$ cat config.mk
export PLATFORM = sky130hd
export DESIGN_NAME = pwm_compare_output_flat
export DESIGN_NICKNAME = d
export VERILOG_FILES = /design/src/rtl/pwm_pkg.sv /design/src/rtl/pwm_compare_output_if.sv /design/src/rtl/pwm_deadtime_gen.sv /design/src/rtl/pwm_compare_output.sv /design/src/flat_wrapper.sv
export SDC_FILE = /design/constraint.sdc
export NUM_CORES = 1
export LEC_CHECK = 0
export ABC_AREA = 1
export CORE_MARGIN = 3
export CORE_UTILIZATION = 40
export CTS_BUF_LIST = sky130_fd_sc_hd__clkbuf_16
export CTS_CLUSTER_DIAMETER = 60
export DETAILED_ROUTE_END_ITERATION = 7
export PLACE_DENSITY_LB_ADDON = 0.05
export REMOVE_ABC_BUFFERS = 1
export SETUP_SLACK_MARGIN = 0.15
export SYNTH_ARGS = -nofsm -noshare
export SYNTH_HDL_FRONTEND = slang
export SYNTH_HIERARCHICAL = 1
export SYNTH_SLANG_ARGS = --single-unit
export TNS_END_PERCENT = 50
$ cat constraint.sdc
create_clock -name clock -period 5.2 [get_ports clock]
set_input_delay 1.04 -clock clock [delete_from_list [all_inputs] [get_ports clock]]
set_output_delay 1.04 -clock clock [all_outputs]
set_load 0.03 [all_outputs]
$ cat src/rtl/pwm_pkg.sv
// Shared types and constants for the PWM compare/output stage.
package pwm_pkg;

    localparam int unsigned PWM_N_DEFAULT      = 64;
    localparam int unsigned PWM_DEAD_W_DEFAULT = 8;

    typedef enum logic [2:0] {
        IDLE    = 3'd0,
        HI_ON   = 3'd1,
        DEAD_HL = 3'd2,
        LO_ON   = 3'd3,
        DEAD_LH = 3'd4
    } pwm_state_e;

    // Level an output rests at when not driving, for a given polarity.
    function automatic logic inactive_level(input logic active_high);
        return ~active_high;
    endfunction

endpackage

$ cat src/rtl/pwm_compare_output_if.sv
// Timer/bus-side signal bundle of the PWM compare/output stage.
interface pwm_compare_output_if
    import pwm_pkg::*;
#(
    parameter int unsigned N      = PWM_N_DEFAULT,
    parameter int unsigned DEAD_W = PWM_DEAD_W_DEFAULT
);
    logic [N-1:0]      count;
    logic [N-1:0]      period;
    logic [N-1:0]      duty_in;
    logic              duty_load;
    logic              enable;
    logic [DEAD_W-1:0] deadtime;
    logic              pwm_hi;
    logic              pwm_lo;
    logic              period_end;
    logic [N-1:0]      duty_active;

    modport master (
        output count, period, duty_in, duty_load, enable, deadtime,
        input  pwm_hi, pwm_lo, period_end, duty_active
    );

    modport slave (
        input  count, period, duty_in, duty_load, enable, deadtime,
        output pwm_hi, pwm_lo, period_end, duty_active
    );
endinterface

$ cat src/rtl/pwm_deadtime_gen.sv
// Complementary output FSM with dead-time insertion; built only with PWM_DEADTIME_EN.
module pwm_deadtime_gen
    import pwm_pkg::*;
#(
    parameter int unsigned DEAD_W      = PWM_DEAD_W_DEFAULT,
    parameter bit          ACTIVE_HIGH = 1'b1
) (
    input  logic              clock,
    input  logic              reset,
    input  logic              dmd,
    input  logic              enable,
    input  logic [DEAD_W-1:0] deadtime,
    output logic              pwm_hi,
    output logic              pwm_lo
);
    localparam logic INACTIVE = inactive_level(ACTIVE_HIGH);

    pwm_state_e        state, next_state;
    logic [DEAD_W-1:0] dead_cnt, next_cnt;

    always_ff @(posedge clock or posedge reset) begin
        if (reset) begin
            state    <= IDLE;
            dead_cnt <= '0;
            pwm_hi   <= INACTIVE;
            pwm_lo   <= INACTIVE;
        end else begin
            state    <= next_state;
            dead_cnt <= next_cnt;
            // Outputs follow the next state so a transition costs one clock.
            pwm_hi   <= (next_state == HI_ON) ^ INACTIVE;
            pwm_lo   <= (next_state == LO_ON) ^ INACTIVE;
        end
    end

    always_comb begin
        next_state = state;
        next_cnt   = dead_cnt;
        if (!enable) begin
            next_state = IDLE;
            next_cnt   = '0;
        end else begin
            unique case (state)
                IDLE: next_state = dmd ? HI_ON : LO_ON;
                HI_ON: begin
                    if (!dmd) begin
                        if (deadtime == '0) begin
                            next_state = LO_ON;
                        end else begin
                            next_state = DEAD_HL;
                            next_cnt   = deadtime - DEAD_W'(1);
                        end
                    end
                end
                LO_ON: begin
                    if (dmd) begin
                        if (deadtime == '0) begin
                            next_state = HI_ON;
                        end else begin
                            next_state = DEAD_LH;
                            next_cnt   = deadtime - DEAD_W'(1);
                        end
                    end
                end
                DEAD_HL, DEAD_LH: begin
                    // Exit on the live demand so short pulses are absorbed.
                    if (dead_cnt == '0) begin
                        next_state = dmd ? HI_ON : LO_ON;
                    end else begin
                        next_cnt = dead_cnt - DEAD_W'(1);
                    end
                end
                default: begin
                    next_state = IDLE;
                    next_cnt   = '0;
                end
            endcase
        end
    end

endmodule

$ cat src/rtl/pwm_compare_output.sv
// PWM compare/output stage: double-buffered duty, period-end pulse, complementary drive.
// Define PWM_DEADTIME_EN to build the dead-time FSM; otherwise outputs follow demand directly.
module pwm_compare_output
    import pwm_pkg::*;
#(
    parameter int unsigned N           = PWM_N_DEFAULT,
    parameter int unsigned DEAD_W      = PWM_DEAD_W_DEFAULT,
    parameter bit          ACTIVE_HIGH = 1'b1
) (
    input  logic                  clock,
    input  logic                  reset,
    pwm_compare_output_if.slave   bus
);
    localparam logic INACTIVE = inactive_level(ACTIVE_HIGH);

    logic [N-1:0] pending;
    logic [N-1:0] duty_active;
    logic         period_end;
    logic         wrap;
    logic         dmd;
    logic         pwm_hi;
    logic         pwm_lo;

    assign wrap = (bus.count >= bus.period);
    assign dmd  = (bus.count < duty_active);

    always_ff @(posedge clock or posedge reset) begin
        if (reset) begin
            pending     <= '0;
            duty_active <= '0;
            period_end  <= 1'b0;
        end else begin
            period_end <= wrap;
            if (bus.duty_load) begin
                pending <= bus.duty_in;
            end
            // A load on the wrap cycle goes straight through to the shadow.
            if (wrap) begin
                duty_active <= bus.duty_load ? bus.duty_in : pending;
            end
        end
    end

`ifdef PWM_DEADTIME_EN
    pwm_deadtime_gen #(
        .DEAD_W      (DEAD_W),
        .ACTIVE_HIGH (ACTIVE_HIGH)
    ) u_deadtime_gen (
        .clock    (clock),
        .reset    (reset),
        .dmd      (dmd),
        .enable   (bus.enable),
        .deadtime (bus.deadtime),
        .pwm_hi   (pwm_hi),
        .pwm_lo   (pwm_lo)
    );
`else
    logic unused_deadtime;
    assign unused_deadtime = ^bus.deadtime;

    always_ff @(posedge clock or posedge reset) begin
        if (reset) begin
            pwm_hi <= INACTIVE;
            pwm_lo <= INACTIVE;
        end else begin
            pwm_hi <= (dmd & bus.enable) ^ INACTIVE;
            pwm_lo <= (~dmd & bus.enable) ^ INACTIVE;
        end
    end
`endif

    assign bus.pwm_hi      = pwm_hi;
    assign bus.pwm_lo      = pwm_lo;
    assign bus.period_end  = period_end;
    assign bus.duty_active = duty_active;

endmodule

$ cat src/flat_wrapper.sv
// flat-port wrapper written by rule: the top's interface ports become plain ports
module pwm_compare_output_flat import pwm_pkg::*;
#(
    parameter int unsigned N           = PWM_N_DEFAULT,
    parameter int unsigned DEAD_W      = PWM_DEAD_W_DEFAULT,
    parameter bit          ACTIVE_HIGH = 1'b1
)
  (clock, reset, bus_count, bus_period, bus_duty_in, bus_duty_load, bus_enable, bus_deadtime, bus_pwm_hi, bus_pwm_lo, bus_period_end, bus_duty_active);
  pwm_compare_output_if #(.N(N), .DEAD_W(DEAD_W)) bus_i ();
  input  logic clock;
  input  logic reset;
  input wire logic [$bits(bus_i.count)-1:0] bus_count;
  input wire logic [$bits(bus_i.period)-1:0] bus_period;
  input wire logic [$bits(bus_i.duty_in)-1:0] bus_duty_in;
  input wire logic [$bits(bus_i.duty_load)-1:0] bus_duty_load;
  input wire logic [$bits(bus_i.enable)-1:0] bus_enable;
  input wire logic [$bits(bus_i.deadtime)-1:0] bus_deadtime;
  output wire logic [$bits(bus_i.pwm_hi)-1:0] bus_pwm_hi;
  output wire logic [$bits(bus_i.pwm_lo)-1:0] bus_pwm_lo;
  output wire logic [$bits(bus_i.period_end)-1:0] bus_period_end;
  output wire logic [$bits(bus_i.duty_active)-1:0] bus_duty_active;
  assign bus_i.count = bus_count;
  assign bus_i.period = bus_period;
  assign bus_i.duty_in = bus_duty_in;
  assign bus_i.duty_load = bus_duty_load;
  assign bus_i.enable = bus_enable;
  assign bus_i.deadtime = bus_deadtime;
  assign bus_pwm_hi = bus_i.pwm_hi;
  assign bus_pwm_lo = bus_i.pwm_lo;
  assign bus_period_end = bus_i.period_end;
  assign bus_duty_active = bus_i.duty_active;
  pwm_compare_output #(.N(N), .DEAD_W(DEAD_W), .ACTIVE_HIGH(ACTIVE_HIGH)) u_core (.clock(clock), .reset(reset), .bus(bus_i));
endmodule
-- Word level (Yosys, flattened, before mapping)
Index checks and enable logic that the tools add are counted.
- reductions and logical operators: 0
- bitwise logic cells: 3
- div/mod/pow operators: 0
- order comparisons: 2
- muxes and demuxes: 1
- add/sub/neg operators: 0
- eq/ne operators: 0
- multiply operators: 0
- shift-type cells: 0
- operators with widths (cell ; count):
    greater-or-equal comparator 64 bit ; 1
    < comparator 64 bit ; 1
    2-to-1 mux 64 bit ; 1
    bitwise AND 1 bit ; 2
    NOT 1 bit ; 1
- memories: 0
- bits in latches: 0
- logic and storage cells: 11
- bits in writable memories: 0
- bits in read-only memories: 0
- register bits: 131
- output and inout bits: 67

-- Longest topological paths before layout
Gate-level depths: netlist of the first run.
- depth after elaboration: 3
- gate-level depth with buffers: 18

-- Least setup slack after synthesis of the first run
Ideal clock, no wire load.
- path kind: in2reg
- from: in bus_period[55]
- to: reg u_core.duty_active[0], in the netlist u_core/bus.duty_active[0]
- library setup time: 117 ps
- required time: 5083 ps
- slack: 2680 ps
- arrival time: 2403 ps
- path buffers: 2
- stages: 12
- cells stage by stage: inv_1 ha_1 nand2_2 nor2_4 nand3_2 nor3_2 and3_1 nand2_2 buf_6 buf_6 nand3_1 nand2_1
- cells in the longest elaborated chain, start to end: 1
- ends and longest elaborated chain (element ; RTL line ; text):
    from (decl) ; flat_wrapper.sv:13 ; input wire logic [$bits(bus_i.period)-1:0] bus_period;
    greater-or-equal comparator 64 bit ; pwm_compare_output.sv:24 ; assign wrap = (bus.count >= bus.period);
    to (signal assigned) ; pwm_compare_output.sv:39 ; duty_active <= bus.duty_load ? bus.duty_in : pending;
    to (decl) ; pwm_compare_output.sv:17 ; logic [N-1:0] duty_active;
No other way between the ends.
A chain may end at the register's enable or synchronous reset.

-- Worst setup path after layout of the first run
- from: in bus_period[29]
- to: reg u_core.duty_active[25], in the netlist u_core/bus.duty_active[25]
The elaborated chain is that of the path after synthesis.

==> impl_results.md, run 1 <==
* Status: complete, no violations
* Worst-path cell chain: clkdlybuf4s50_1 > inv_1 > ha_1 > a21oi_1 > nor2_1 > nor3b_1 > nand2_1 > nor2_1 > nand2_1 > nand2_2 > buf_4 > nand3_1 > nand2_1
* Clock latency at the later pin of the worst-skew pair at 0.41 ns
* Sink Count at 131
* Minimum clock period at 3.38 ns
* Final Hold Viols at 0
* Lkg Pwr at 5.90 nW
* Placed cells at 1465
* Synth top area share at 38.4%
* Skew final at 0.0110 ns
* Slew Viols, Final at 0
* Hold endpoint: u_core/pending[10]$_DFF_PP0_
* Resized cells post-CTS at 0
* Die Area at 23100 um^2
* Chip height at 152 um
* Critical Path Source: bus_period[29]
* Vias in the first global route at 7136
* Initial Util at 41.5%
* Layout cells sized above 1 at 11.9%
* VDD IR-drop max at 0.000316 V
* First-pass GRT wire length at 36.4 mm
* Final Non-Filler Cells at 1497
* Drt pass-1 iters at 6
* Hold path depth at 1
* Post-cts hold buffer count at 0
* Seq cells post-synth at 131
* Final #Nets at 1545
* H-tree levels at 4
* Root Buffer: clkbuf_16
* WL/cell at 15.0 um
* Ports at 271
* Post-synthesis sequential area ratio at 38.4%
* DP HPWL at 16.9 mm
* CTS tree: done
* Post-Synthesis Cells at 957
* Endpoint type of the worst setup path: flop
* Clk slew on worst S/H paths at 0.06 ns
* Post-synthesis compound-gate area fraction at 5.28%
* Critical path class: input port to flop
* Top-count cell post-synth: nand2_1
* Setup-failing EPs final at 0
* Worst r2r path cells at 11
* DRT Wirelength at 22.5 mm
* Routability cong. at 0.809
* Primary FF master, synth: dfrtp_1
* Core area at 20600 um^2
* Max_slew headroom at 33.7%
* Overflow after GRT at 0
* Xor/xnor cell area share of the yosys netlist at 0%
* Die width at 152 um
* GRT Total Usage at 19.5%
* Drt via density at 4.74
* Commonest cells in the netlist: nand2_1 (198), inv_1 (152), dfrtp_1 (131)
* R2r startpoint: u_core/bus.duty_active[59]$_DFFE_PP0P_
* # rows at 52
* Top cell family by delay on the critical path: buffers and inverters
* Setup crit start kind: input port
* Synthesis Warnings at 6
* Antenna viol nets, final at 0
* Post-CTS Setup Inserts at 0
* Hold_sp: u_core/pending[10]$_DFF_PP0_
* Tcrit/Tclk final at 65.0%
* Synth Area in Adders at 18.6%
* Max incr delay on CP at 0.66 ns
* Power density over cell area at 319 nW/um^2
* WP data required at 5.54 ns
* Port-buffer cells at 262
* CP dominant cell by count: nand2_1
* Worst-path maximum fanout at 64
* RSZ-0062 raised after global routing: no
* # Max-Cap Violations at 0
* Slowest cell on crit path: buf_4
* Number of synthesized flops with an enable pin at 0
* Worst-Margin Slew at 0.994 ns
* Setup WS post-layout at 1.82 ns
* Synth-to-layout area growth at 38.4%
* Top cells by area, synth: dfrtp_1 (38%), ha_1 (19%), nand2_1 (8.7%), mux2_2 (8.4%), inv_1 (6.7%)
* Largest net degree at the start of global routing at 109
* Main combinational cell family by area after synthesis: simple AND/OR/NAND/NOR gates
* DR DRC count at 0
* Worst Path Buf+Inv at 3
* Place WS at 1.41 ns
* DR vias at 7096
* Clock Path Buffers at 2
* F_max at 296 MHz
* Mean area per synthesized cell at 8.91 um^2
* Post-synthesis mux area share at 8.45%
* Initial DRC count at 187
* Worst hold path type: flop to flop
* Initial antenna violation count at 0
* Tot Pwr at 3.76 mW
* Antenna diode count at 0
* Arrival @ worst endpoint at 3.72 ns
* R2R setup slack at 3.19 ns
* Simple-gate share of the synthesized area at 19.2%
* Synthesized area at 8530 um^2
* Reg-to-Reg End: u_core/bus.pwm_lo$_DFF_PP0_
* Num CTS Buffers at 17
* Yosys top cell by area: dfrtp_1
* Async S/R FF share, synth at 100%
* Netlist cell types at 28
-- registers in the layout, summed over array words and instances (netlist names) --
name and count:
u_core/bus.pwm_lo 1, u_core/bus.duty_active 64, u_core/bus.pwm_hi 1, u_core/pending 64
u_core/bus.period_end 1
-- layout by cell type, fill, tap and decap left out, drive strengths merged, types with 17 or more instances in the layout --
cell / Yosys / routed
clkdlybuf4s50: 0 / 261
dfrtp: 131 / 131
o21ai: 17 / 17
clkbuf: 1 / 17
mux2: 64 / 64
nor2: 42 / 42
ha: 127 / 127
nand3: 70 / 70
a21oi: 61 / 61
inv: 152 / 155
nand2: 241 / 241
-- worst max-delay path by stage --
stage                     slack (ns)  cells past startpoint                                endpoint
final                           1.82                     13  u_core/bus.duty_active[25]$_DFFE_PP0P_
after global routing            1.57                     13  u_core/bus.duty_active[25]$_DFFE_PP0P_
after CTS                       1.84                     13  u_core/bus.duty_active[25]$_DFFE_PP0P_
after detailed placement        1.41                     12  u_core/bus.duty_active[25]$_DFFE_PP0P_
after global placement          1.43                     14  u_core/bus.duty_active[27]$_DFFE_PP0P_
after floorplan                -0.07                     10         u_core/bus.period_end$_DFF_PP0_
-- cells by family after synthesis --
logic type / after synthesis
AND/OR/NAND/NOR: 369
buffers and inverters: 180
flip-flops: 131
adder cells (fa/ha/maj): 127
AO/OA/AOI/OAI: 86
multiplexers: 64
-- layout make-up --
cell class / count / area, um^2
clock buffer: 17 / 425
clock inverter: 15 / 120
fill: 1962 / 8750
inverter: 152 / 576
multi-input combinational: 646 / 4410
sequential: 131 / 3280
tap: 270 / 338
timing repair buffer: 266 / 2660
-- where the power goes --
group          switching [mW]  internal [mW]
Combinational           0.742          0.616
Clock                   0.461          0.651
Sequential              0.109           1.18
Total                    1.31           2.45
-- through the flow --
step	utilization, %	hold WS [ns]	area [um^2]	TNS [ns]
6_report	57.4	0.497	11800	0
5_1_grt	57.4	0.508	11800	0
4_1_cts	57.4	0.499	11800	0
3_5_place_dp	54.8	0.485	11300	0
3_3_place_gp	54.8	0.480	11300	0
2_1_floorplan	-	0.472	8250	-2.36
-- routing by layer --
layer	routed length (um)	up-vias	share of wire (%)	track usage [%]
met1	10000	3281	45	25.1
met2	10700	172	48	32.2
met5	0	-	0	0
met3	1530	18	6.8	6.20
li1	-	3625	-	-
met4	210	0	0.93	4.32
Note: power is estimated with default switching activity, not from simulation.
==> run 2: changes to the inputs <==
- clock period: 5.2 -> 2.71 ns (I/O delays scaled with it)
==> run 2 against run 1 <==
Sequential power increased by 92%; clock skew fell by 0.0014 ns; final area rose by 4.6%; setup slack worse by 1.5 ns; routed wire length increased by 3.8%; utilization rose by 2.7 points; final cell count is 3.3% higher; largest cell class unchanged.
==> impl_results.md, run 2 (synthesis gave the netlist of run 1 again) <==
* Die width at 152 um
* Layout cells sized above 1 at 16.0%
* Routability cong. at 0.807
* Post-cts hold buffer count at 0
* RSZ-0062 raised after global routing: yes
* Worst-path maximum fanout at 8
* Status: complete, no violations
* R2R setup slack at 0.76 ns
* Drt via density at 4.67
* R2r startpoint: u_core/bus.duty_active[59]$_DFFE_PP0P_
* Antenna viol nets, final at 0
* Ports at 271
* DP HPWL at 17.7 mm
* # Max-Cap Violations at 0
* CP dominant cell by count: nand2_1
* Minimum clock period at 2.41 ns
* Worst-Margin Slew at 0.395 ns
* Skew final at 0.00951 ns
* Fillcell total at 1920
* Die Area at 23100 um^2
* Final #Nets at 1596
* WP data required at 3.02 ns
* Critical path class: input port to flop
* GRT Total Usage at 19.9%
* Overflow after GRT at 0
* F_max at 414 MHz
* # rows at 52
* Setup WS post-layout at 0.295 ns
* Lkg Pwr at 6.21 nW
* Synth-to-layout area growth at 44.8%
* Initial DRC count at 305
* Root Buffer: clkbuf_16
* Port-buffer cells at 262
* Chip height at 152 um
* Worst-path cell chain: clkdlybuf4s50_1 > inv_1 > ha_1 > a21oi_2 > nor2_1 > nor3b_1 > nand2_1 > nor2_2 > buf_4 > nand2_2 > nand2_4 > nand2_8 > clkbuf_16 > nand2_1 > nand2_1
* Arrival @ worst endpoint at 2.72 ns
* Commonest non-fill, non-tap cell in the layout: clkdlybuf4s50_1
* Slew Viols, Final at 0
* DR vias at 7224
* CTS tree: done
* Initial antenna violation count at 0
* Max_slew headroom at 73.6%
* Tot Pwr at 7.36 mW
* Endpoint type of the worst setup path: flop
* Drt pass-1 iters at 4
* Post-CTS Setup Inserts at 0
* Vias in the first global route at 7373
* Largest net degree at the start of global routing at 47
* Max incr delay on CP at 0.46 ns
* Sink Count at 131
* Worst hold margin at 0.449 ns
* Setup-failing EPs final at 0
* Post-Route Utilization at 60.1%
* Power density over cell area at 596 nW/um^2
* Clk slew on worst S/H paths at 0.06 ns
* VDD IR-drop max at 0.000450 V
* Antenna diode count at 0
* Worst r2r path cells at 12
* Core area at 20600 um^2
* Clock Path Buffers at 2
* Place WS at -0.153 ns
* Num CTS Buffers at 17
* Worst hold path type: input port to async pin
* WL/cell at 15.1 um
* DRT Wirelength at 23.4 mm
* Slowest cell on crit path: clkdlybuf4s50_1
* Most frequent cells in the layout: clkdlybuf4s50_1 (261), nand2_1 (197), inv_1 (152), dfrtp_1 (131), ha_1 (127)
* Largest regs: u_core/bus.duty_active: 64 flops, u_core/pending: 64 flops
* H-tree levels at 4
* First-pass GRT wire length at 37.4 mm
* DR DRC count at 0
* Clock latency at the later pin of the worst-skew pair at 0.41 ns
* Initial Util at 41.5%
* Final Hold Viols at 0
* Reg-to-Reg End: u_core/bus.pwm_lo$_DFF_PP0_
* Setup crit start kind: input port
* Tcrit/Tclk final at 89.1%
==> run 2: cell count changes in the layout (fill, tap and decap cells not counted), moves of 3 or more <==
cell and change:
buf_6 +3, nor2_2 +3, clkbuf_16 +3, buf_4 +39
buf_12 +6, nor2_1 -3
==> run 2: what timing repair did <==
action / in CTS / in global routing
resized for setup: 0 / 9
setup endpoints to repair: 0 / 64
endpoints found under the hold margin: 0 / 0
==> run 2: how the worst max path moves through the flow <==
stage,startpoint,endpoint,depth (start not counted)
detailed placement,bus_period[29],u_core/bus.duty_active[35]$_DFFE_PP0P_,15
global placement,bus_period[29],u_core/bus.duty_active[11]$_DFFE_PP0P_,15
CTS,bus_period[29],u_core/bus.duty_active[13]$_DFFE_PP0P_,15
finish,bus_period[29],u_core/bus.duty_active[4]$_DFFE_PP0P_,15
global route,bus_period[29],u_core/bus.duty_active[8]$_DFFE_PP0P_,15
floorplan,bus_period[35],u_core/bus.period_end$_DFF_PP0_,10
==> run 2: layout make-up <==
type	count	area [um^2]	area share, %
multi-input cells	646	4440	35.9
clock buffers	17	425	3.44
inverters	152	576	4.66
clock inverters	14	115	0.932
flip-flops and latches	131	3280	26.5
well taps	270	338	2.73
repair buffers	317	3180	25.8
==> run 2: power by group <==
part           switching, mW  leakage (nW)  total [mW]  internal [mW]
Clock                  0.887         0.264        2.14           1.25
Sequential             0.209          1.57        2.48           2.27
Combinational           1.47          4.37        2.75           1.28
Total                   2.56          6.21        7.36           4.80
==> run 2: per-stage QoR <==
stage | TNS (ns) | instance area, um^2 | instances
floorplan | -306.03 | 8250 | 929
global placement | -8.96 | 11700 | 1511
detailed placement | -8.08 | 11700 | 1511
CTS | 0 | 12200 | 1542
global route | 0 | 12400 | 1547
finish | 0 | 12400 | 1547
==> run 2: worst max-delay path: cells and delay by family <==
kind	cells	cell delay, ns
AO/OA/AOI/OAI	1	0.14
adder cells (fa/ha/maj)	1	0.29
buffers and inverters	4	0.84
AND/OR/NAND/NOR	9	0.90
==> run 2: per-layer routing <==
metal  global-route usage [%]  vias up  part of all wire (%)
li1                         -     3724                     -
met1                     26.4     3324                    46
met2                     32.3      159                    47
met3                     5.60       17                   6.0
met4                     4.97        0                   1.3
met5                        0        -                     0
==> run 3: changes to the inputs <==
- GPL_ROUTABILITY_DRIVEN: unset -> 0
==> results of run 3 <==
The final DEF is identical to that of run 2; final timing and power are the same.
